--- config.mk ---
export PLATFORM = sky130hd
export DESIGN_NAME = pipe_ctrl_unit_flat
export DESIGN_NICKNAME = d
export VERILOG_FILES = /design/src/rtl/pipe_ctrl_unit_if.sv /design/src/rtl/pipe_ctrl_unit.sv /design/src/flat_wrapper.sv
export SDC_FILE = /design/constraint.sdc
export NUM_CORES = 1
export LEC_CHECK = 0
export CAP_MARGIN = 20
export CORE_MARGIN = 8
export CORE_UTILIZATION = 40
export DETAILED_ROUTE_END_ITERATION = 6
export GPL_TIMING_DRIVEN = 0
export PLACE_DENSITY = 0.85
export SYNTH_ARGS = -nofsm -noshare
export SYNTH_HDL_FRONTEND = slang
export SYNTH_SLANG_ARGS = --single-unit
--- constraint.sdc ---
create_clock -name clk_i -period 2.08 [get_ports clk_i]
set_input_delay 0.208 -clock clk_i [delete_from_list [all_inputs] [get_ports clk_i]]
set_output_delay 0.208 -clock clk_i [all_outputs]
set_load 0.03 [all_outputs]
--- src/rtl/pipe_ctrl_unit_if.sv ---
// Bus between the ID stage and the pipeline control unit.
// The master drives the ID instruction fields; the slave returns the staged control bits.
interface pipe_ctrl_unit_if #(
    parameter int REG_AW = 5,
    parameter int CNT_W  = 16
);
    logic [5:0]        op_i;
    logic [REG_AW-1:0] id_rs_i;
    logic [REG_AW-1:0] id_rt_i;
    logic              flush_i;
    logic [3:0]        ex_ctrl_o;
    logic [2:0]        mem_ctrl_o;
    logic [1:0]        wb_ctrl_o;
    logic              branch_o;
    logic              jump_o;
    logic              illegal_o;
    logic              stall_o;
    logic              pc_write_o;
    logic              ifid_write_o;
    logic [CNT_W-1:0]  stall_cnt_o;
    logic [CNT_W-1:0]  flush_cnt_o;

    modport master (
        output op_i, id_rs_i, id_rt_i, flush_i,
        input  ex_ctrl_o, mem_ctrl_o, wb_ctrl_o, branch_o, jump_o, illegal_o,
        input  stall_o, pc_write_o, ifid_write_o, stall_cnt_o, flush_cnt_o
    );

    modport slave (
        input  op_i, id_rs_i, id_rt_i, flush_i,
        output ex_ctrl_o, mem_ctrl_o, wb_ctrl_o, branch_o, jump_o, illegal_o,
        output stall_o, pc_write_o, ifid_write_o, stall_cnt_o, flush_cnt_o
    );
endinterface

--- src/rtl/pipe_ctrl_unit.sv ---
// Pipelined control unit: opcode decode, ID/EX-EX/MEM-MEM/WB control staging, load-use stall FSM, flush.
// Optional perf counters enabled by defining PIPE_CTRL_PERF_CNT_EN.
module pipe_ctrl_unit #(
    parameter int REG_AW   = 5,
    parameter int LOAD_LAT = 1,
    parameter int CNT_W    = 16
) (
    input  logic              clk_i,
    input  logic              rst_i,
    pipe_ctrl_unit_if.slave   bus
);
    // Control word layout: {RegWrite, MemtoReg, Branch, MemRead, MemWrite, RegDst, ALUOp[1:0], ALUSrc}
    localparam logic [8:0] W_RTYPE = 9'b1_0_0_0_0_1_10_0;
    localparam logic [8:0] W_LW    = 9'b1_1_0_1_0_0_00_1;
    localparam logic [8:0] W_SW    = 9'b0_0_0_0_1_0_00_1;
    localparam logic [8:0] W_BEQ   = 9'b0_0_1_0_0_0_01_0;
    localparam logic [8:0] W_ADDI  = 9'b1_0_0_0_0_0_00_1;
    localparam logic [2:0] LAT_M1  = 3'(LOAD_LAT - 1);

    typedef enum logic {RUN, STALL} state_t;

    logic [8:0]        dec_word;
    logic              dec_branch;
    logic              dec_jump;
    logic              dec_illegal;

    logic [8:0]        idex_word_q, idex_word_d;
    logic [REG_AW-1:0] idex_rt_q, idex_rt_d;
    logic [4:0]        exmem_q;
    logic [1:0]        memwb_q;
    state_t            state_q, state_d;
    logic [2:0]        cnt_q, cnt_d;
    logic              hz;
    logic              stall;
    logic              bubble;

    always_comb begin
        dec_word    = 9'b0;
        dec_branch  = 1'b0;
        dec_jump    = 1'b0;
        dec_illegal = 1'b0;
        case (bus.op_i)
            6'b000000: dec_word = W_RTYPE;
            6'b100011: dec_word = W_LW;
            6'b101011: dec_word = W_SW;
            6'b000100: begin
                dec_word   = W_BEQ;
                dec_branch = 1'b1;
            end
            6'b000010: dec_jump = 1'b1;
            6'b001000: dec_word = W_ADDI;
            default:   dec_illegal = 1'b1;
        endcase
    end

    assign hz = idex_word_q[5] && (idex_rt_q != '0) &&
                ((idex_rt_q == bus.id_rs_i) || (idex_rt_q == bus.id_rt_i));

    // Stall FSM; a flush overrides any hazard or stall in progress.
    always_comb begin
        state_d = state_q;
        cnt_d   = cnt_q;
        stall   = 1'b0;
        bubble  = 1'b0;
        if (bus.flush_i) begin
            bubble  = 1'b1;
            state_d = RUN;
            cnt_d   = 3'd0;
        end else begin
            case (state_q)
                RUN: begin
                    if (hz) begin
                        stall  = 1'b1;
                        bubble = 1'b1;
                        if (LOAD_LAT > 1) begin
                            state_d = STALL;
                            cnt_d   = LAT_M1;
                        end
                    end
                end
                STALL: begin
                    stall  = 1'b1;
                    bubble = 1'b1;
                    if (cnt_q == 3'd1) begin
                        state_d = RUN;
                        cnt_d   = 3'd0;
                    end else begin
                        cnt_d = cnt_q - 3'd1;
                    end
                end
                default: begin
                    state_d = RUN;
                    cnt_d   = 3'd0;
                end
            endcase
        end
    end

    always_comb begin
        idex_word_d = dec_word;
        idex_rt_d   = bus.id_rt_i;
        if (bubble) begin
            idex_word_d = 9'b0;
            idex_rt_d   = '0;
        end
    end

    // ID/EX -> EX/MEM -> MEM/WB; the downstream stages never stall.
    always_ff @(posedge clk_i or negedge rst_i) begin
        if (!rst_i) begin
            idex_word_q <= 9'b0;
            idex_rt_q   <= '0;
            exmem_q     <= 5'b0;
            memwb_q     <= 2'b0;
            state_q     <= RUN;
            cnt_q       <= 3'd0;
        end else begin
            idex_word_q <= idex_word_d;
            idex_rt_q   <= idex_rt_d;
            exmem_q     <= idex_word_q[8:4];
            memwb_q     <= exmem_q[4:3];
            state_q     <= state_d;
            cnt_q       <= cnt_d;
        end
    end

    assign bus.ex_ctrl_o    = idex_word_q[3:0];
    assign bus.mem_ctrl_o   = exmem_q[2:0];
    assign bus.wb_ctrl_o    = memwb_q;
    assign bus.branch_o     = dec_branch;
    assign bus.jump_o       = dec_jump;
    assign bus.illegal_o    = dec_illegal;
    assign bus.stall_o      = stall;
    assign bus.pc_write_o   = ~stall;
    assign bus.ifid_write_o = ~stall;

`ifdef PIPE_CTRL_PERF_CNT_EN
    logic [CNT_W-1:0] stall_cnt_q, stall_cnt_d;
    logic [CNT_W-1:0] flush_cnt_q, flush_cnt_d;

    function automatic logic [CNT_W-1:0] sat_inc(input logic [CNT_W-1:0] v);
        return (&v) ? v : v + {{(CNT_W-1){1'b0}}, 1'b1};
    endfunction

    always_comb begin
        stall_cnt_d = stall       ? sat_inc(stall_cnt_q) : stall_cnt_q;
        flush_cnt_d = bus.flush_i ? sat_inc(flush_cnt_q) : flush_cnt_q;
    end

    always_ff @(posedge clk_i or negedge rst_i) begin
        if (!rst_i) begin
            stall_cnt_q <= '0;
            flush_cnt_q <= '0;
        end else begin
            stall_cnt_q <= stall_cnt_d;
            flush_cnt_q <= flush_cnt_d;
        end
    end

    assign bus.stall_cnt_o = stall_cnt_q;
    assign bus.flush_cnt_o = flush_cnt_q;
`else
    assign bus.stall_cnt_o = {CNT_W{1'b0}};
    assign bus.flush_cnt_o = {CNT_W{1'b0}};
`endif
endmodule

--- src/flat_wrapper.sv ---
// flat-port wrapper written by rule: the top's interface ports become plain ports
module pipe_ctrl_unit_flat 
#(
    parameter int REG_AW   = 5,
    parameter int LOAD_LAT = 1,
    parameter int CNT_W    = 16
)
  (clk_i, rst_i, bus_op_i, bus_id_rs_i, bus_id_rt_i, bus_flush_i, bus_ex_ctrl_o, bus_mem_ctrl_o, bus_wb_ctrl_o, bus_branch_o, bus_jump_o, bus_illegal_o, bus_stall_o, bus_pc_write_o, bus_ifid_write_o, bus_stall_cnt_o, bus_flush_cnt_o);
  pipe_ctrl_unit_if #(.REG_AW(REG_AW), .CNT_W(CNT_W)) bus_i ();
  input  logic clk_i;
  input  logic rst_i;
  input wire logic [$bits(bus_i.op_i)-1:0] bus_op_i;
  input wire logic [$bits(bus_i.id_rs_i)-1:0] bus_id_rs_i;
  input wire logic [$bits(bus_i.id_rt_i)-1:0] bus_id_rt_i;
  input wire logic [$bits(bus_i.flush_i)-1:0] bus_flush_i;
  output wire logic [$bits(bus_i.ex_ctrl_o)-1:0] bus_ex_ctrl_o;
  output wire logic [$bits(bus_i.mem_ctrl_o)-1:0] bus_mem_ctrl_o;
  output wire logic [$bits(bus_i.wb_ctrl_o)-1:0] bus_wb_ctrl_o;
  output wire logic [$bits(bus_i.branch_o)-1:0] bus_branch_o;
  output wire logic [$bits(bus_i.jump_o)-1:0] bus_jump_o;
  output wire logic [$bits(bus_i.illegal_o)-1:0] bus_illegal_o;
  output wire logic [$bits(bus_i.stall_o)-1:0] bus_stall_o;
  output wire logic [$bits(bus_i.pc_write_o)-1:0] bus_pc_write_o;
  output wire logic [$bits(bus_i.ifid_write_o)-1:0] bus_ifid_write_o;
  output wire logic [$bits(bus_i.stall_cnt_o)-1:0] bus_stall_cnt_o;
  output wire logic [$bits(bus_i.flush_cnt_o)-1:0] bus_flush_cnt_o;
  assign bus_i.op_i = bus_op_i;
  assign bus_i.id_rs_i = bus_id_rs_i;
  assign bus_i.id_rt_i = bus_id_rt_i;
  assign bus_i.flush_i = bus_flush_i;
  assign bus_ex_ctrl_o = bus_i.ex_ctrl_o;
  assign bus_mem_ctrl_o = bus_i.mem_ctrl_o;
  assign bus_wb_ctrl_o = bus_i.wb_ctrl_o;
  assign bus_branch_o = bus_i.branch_o;
  assign bus_jump_o = bus_i.jump_o;
  assign bus_illegal_o = bus_i.illegal_o;
  assign bus_stall_o = bus_i.stall_o;
  assign bus_pc_write_o = bus_i.pc_write_o;
  assign bus_ifid_write_o = bus_i.ifid_write_o;
  assign bus_stall_cnt_o = bus_i.stall_cnt_o;
  assign bus_flush_cnt_o = bus_i.flush_cnt_o;
  pipe_ctrl_unit #(.REG_AW(REG_AW), .LOAD_LAT(LOAD_LAT), .CNT_W(CNT_W)) u_core (.clk_i(clk_i), .rst_i(rst_i), .bus(bus_i));
endmodule
==> run metrics <==
outcome=finished, final reports clean; largest net degree at the start of global routing=22; Final Net Count=around 230; deepest clock path buffer count=2; top post-synthesis cells by count=40 x buf_4, 21 x dfrtp_1, 11 x nand2_1; Die ar.=5370 um2; root buf cell=clkbuf_4; GR Util All Layers=0.0988; io pins=66; maxcap violations=0; fin crit period=2070 ps; CP required=between 1500 and 2000 ps; register bit total from synthesis=21; total wire length=between 2 and 3 mm; sum of negative setup slack=0 ps; CP max-delay cell=or4_1; Hold Path Class=flip-flop to flip-flop; ANT nets after route=0; drt drc=0; slowest stage delay, CP=roughly 500 ps; layout cell share with drive strength beyond 1=0.362; Vert. Die Dim=approximately 73 um; asr flop ratio synth=1.00; Hold Fails Final Rpt=0; yosys warns=0; EDFF count, synth=0; vias in the first global route=1027; Area contributors post-synth=dfrtp_1 40%, buf_4 23%, a21oi_2 6.7%; Primary FF master, synth=dfrtp_1; Peak VDD IR=0.000232 V; mapped cell area=roughly 1300 um2; # fillers=approximately 300; Pwr per Cell Area=453 nW/um2; Least-Margin Pin Slew=887 ps; detailed-placement wirelength estimate=approximately 2.2 mm; Peak Freq=484 MHz; register area share after synthesis=0.400; placed instance count=about 250; first-pass GRT wire length=~4.3 mm; ant diodes=0; Hold Buf Count CTS=0; initial antenna violation count=0; Starting Density=0.407; Initial DRT Pass Iterations=3; num rows=21; Synth Instances=~140; nature of the critical path endpoint=output port; Num CTS Buffers=3; Remaining Overflow, GRT=0; Skew-Pair Late Insertion Delay=about 300 ps; leak pwr=0.935 nW; Die X=73.3 um; # setup viols final=0; Yosys top cell by area=dfrtp_1; Clock Sinks=21; Area growth, synth to finish=45.0%; Core ar.=roughly 3200 um2; port bufs=33; most frequent cell after synthesis=buf_4; Clock H-tree levels=1; final period utilization=0.994; share of the synthesized area in the top cell type=0.400; Final Max Slew Viols=0; Setup CP Type=flip-flop to output port; Mean Syn Cell Area=around 9.7 um2; Arr. time, crit path=roughly 1900 ps; DR WL/cell=between 10 and 15 um; Iter 0 DRT Violations=11; relative slew slack=0.407; DR vias/cell=between 3 and 4; storage element area=526 um2; CP startpoint kind=flip-flop; worst-path maximum fanout=3; RePlAce Congestion=0.737; RSZ-0062 raised after global routing=true; vias=999; crit-path cells=or4_1, o21a_2, a31o_2, buf_6; area of the multi-input gates=between 600 and 700 um2; Finished Layout Cells=about 250; CTS tree=yes; Clock transition at path regs=120 ps; clk_skew=around 6.3 ps; Distinct cells, synth=30
==> flip-flops by register name, summed over array words and instances, names as in the netlist <==
| signal | flops |
|---|---|
| u_core.bus.wb_ctrl_o | 2 |
| u_core.exmem_q | 4 |
| u_core.idex_rt_q | 5 |
| u_core.state_q | 1 |
| u_core.idex_word_q | 6 |
| u_core.cnt_q | 3 |
==> final cells by class <==
| type | instances | area share |
|---|---|---|
| inverter | 4 | 0.00788 |
| sequential | 21 | 0.276 |
| clock buffer | 3 | 0.0118 |
| timing repair buffer | 37 | 0.180 |
| multi-input combinational | 99 | 0.326 |
| tap | 46 | 0.0302 |
| buffer | 42 | 0.166 |
| clock inverter | 1 | 0.00263 |
==> power by group <==
part / switching, mW / internal [mW] / total, mW
Sequential: 0.00634 / 0.415 / 0.421
Combinational: 0.146 / 0.106 / 0.252
Clock: 0.118 / 0.0715 / 0.189
==> metrics by stage <==
step	setup slack, ps	area, um2	hold slack [ps]	utilization	power (mW)
after floorplan	74.4	1440	-87.6	-	0.601
after global routing	-74.0	1910	375	0.590	0.912
final	11.9	1910	360	0.590	0.863
after CTS	-15.7	1900	361	0.587	0.858
after global placement	-383	1830	333	0.566	0.664
after detailed placement	-417	1830	335	0.566	0.666
==> layout by cell type (no fill, tap or decap), types with 4 or more instances in the layout <==
cell type and instances:
a21oi_1 4, a21oi_2 10, buf_2 5, buf_4 44, clkdlybuf4s50_1 27, conb_1 32
dfrtp_1 21, inv_1 4, nand2_1 11, nor2_1 4, xnor2_1 10
==> final timing paths <==
path | from | endpoint | slack [ps] | depth (start not counted)
worst max-delay path | u_core.idex_rt_q[4] | bus_stall_o | 10 | 4
worst min-delay path | u_core.exmem_q[4] | u_core.bus.wb_ctrl_o[1] | 360 | 0
worst max register to register | u_core.idex_rt_q[4] | u_core.idex_word_q[3] | 400 | 5
worst min register to register | u_core.exmem_q[4] | u_core.bus.wb_ctrl_o[1] | 360 | 0
max in group asynchronous | rst_i | u_core.idex_rt_q[1] | 1130 | 1
min in group asynchronous | rst_i | u_core.cnt_q[0] | 400 | 1
==> logic make-up (layout without fill, tap and decap cells) <==
family / count (synthesis) / after routing / share of synthesized area
buffers and inverters: 46 / 87 / 0.252
AO/OA/AOI/OAI: 22 / 22 / 0.123
AND/OR/NAND/NOR: 32 / 32 / 0.128
XOR/XNOR: 10 / 10 / 0.0667
adder cells (fa/ha/maj): 2 / 2 / 0.0190
multiplexers: 1 / 1 / 0.00857
flip-flops: 21 / 21 / 0.400
other: 1 / 32 / 0.00285
==> worst max-delay path, delay by kind of cell (launching register included) <==
| family | cells | cell delay, ps |
|---|---|---|
| simple gates | 1 | 500 |
| buf+inv | 1 | 130 |
| compound gates | 2 | 500 |
| flops | 1 | 430 |
==> per-layer routing <==
| layer | share of wire | GRT usage | vias up |
|---|---|---|---|
| met2 | 0.51 | 0.187 | 39 |
| met5 | 0 | 0 | - |
| met1 | 0.37 | 0.0952 | 433 |
| met3 | 0.10 | 0.0300 | 4 |
| li1 | - | - | 523 |
| met4 | 0.016 | 0.0443 | 0 |
==> timing repair <==
action                                  4_1_cts  5_1_grt
hold endpoints to repair                      0        0
resized for setup                            31       10
endpoints found under the setup margin        6        6
buffers inserted                              4        0
pin swaps                                     2        1
(Power assumes the default switching activity.)
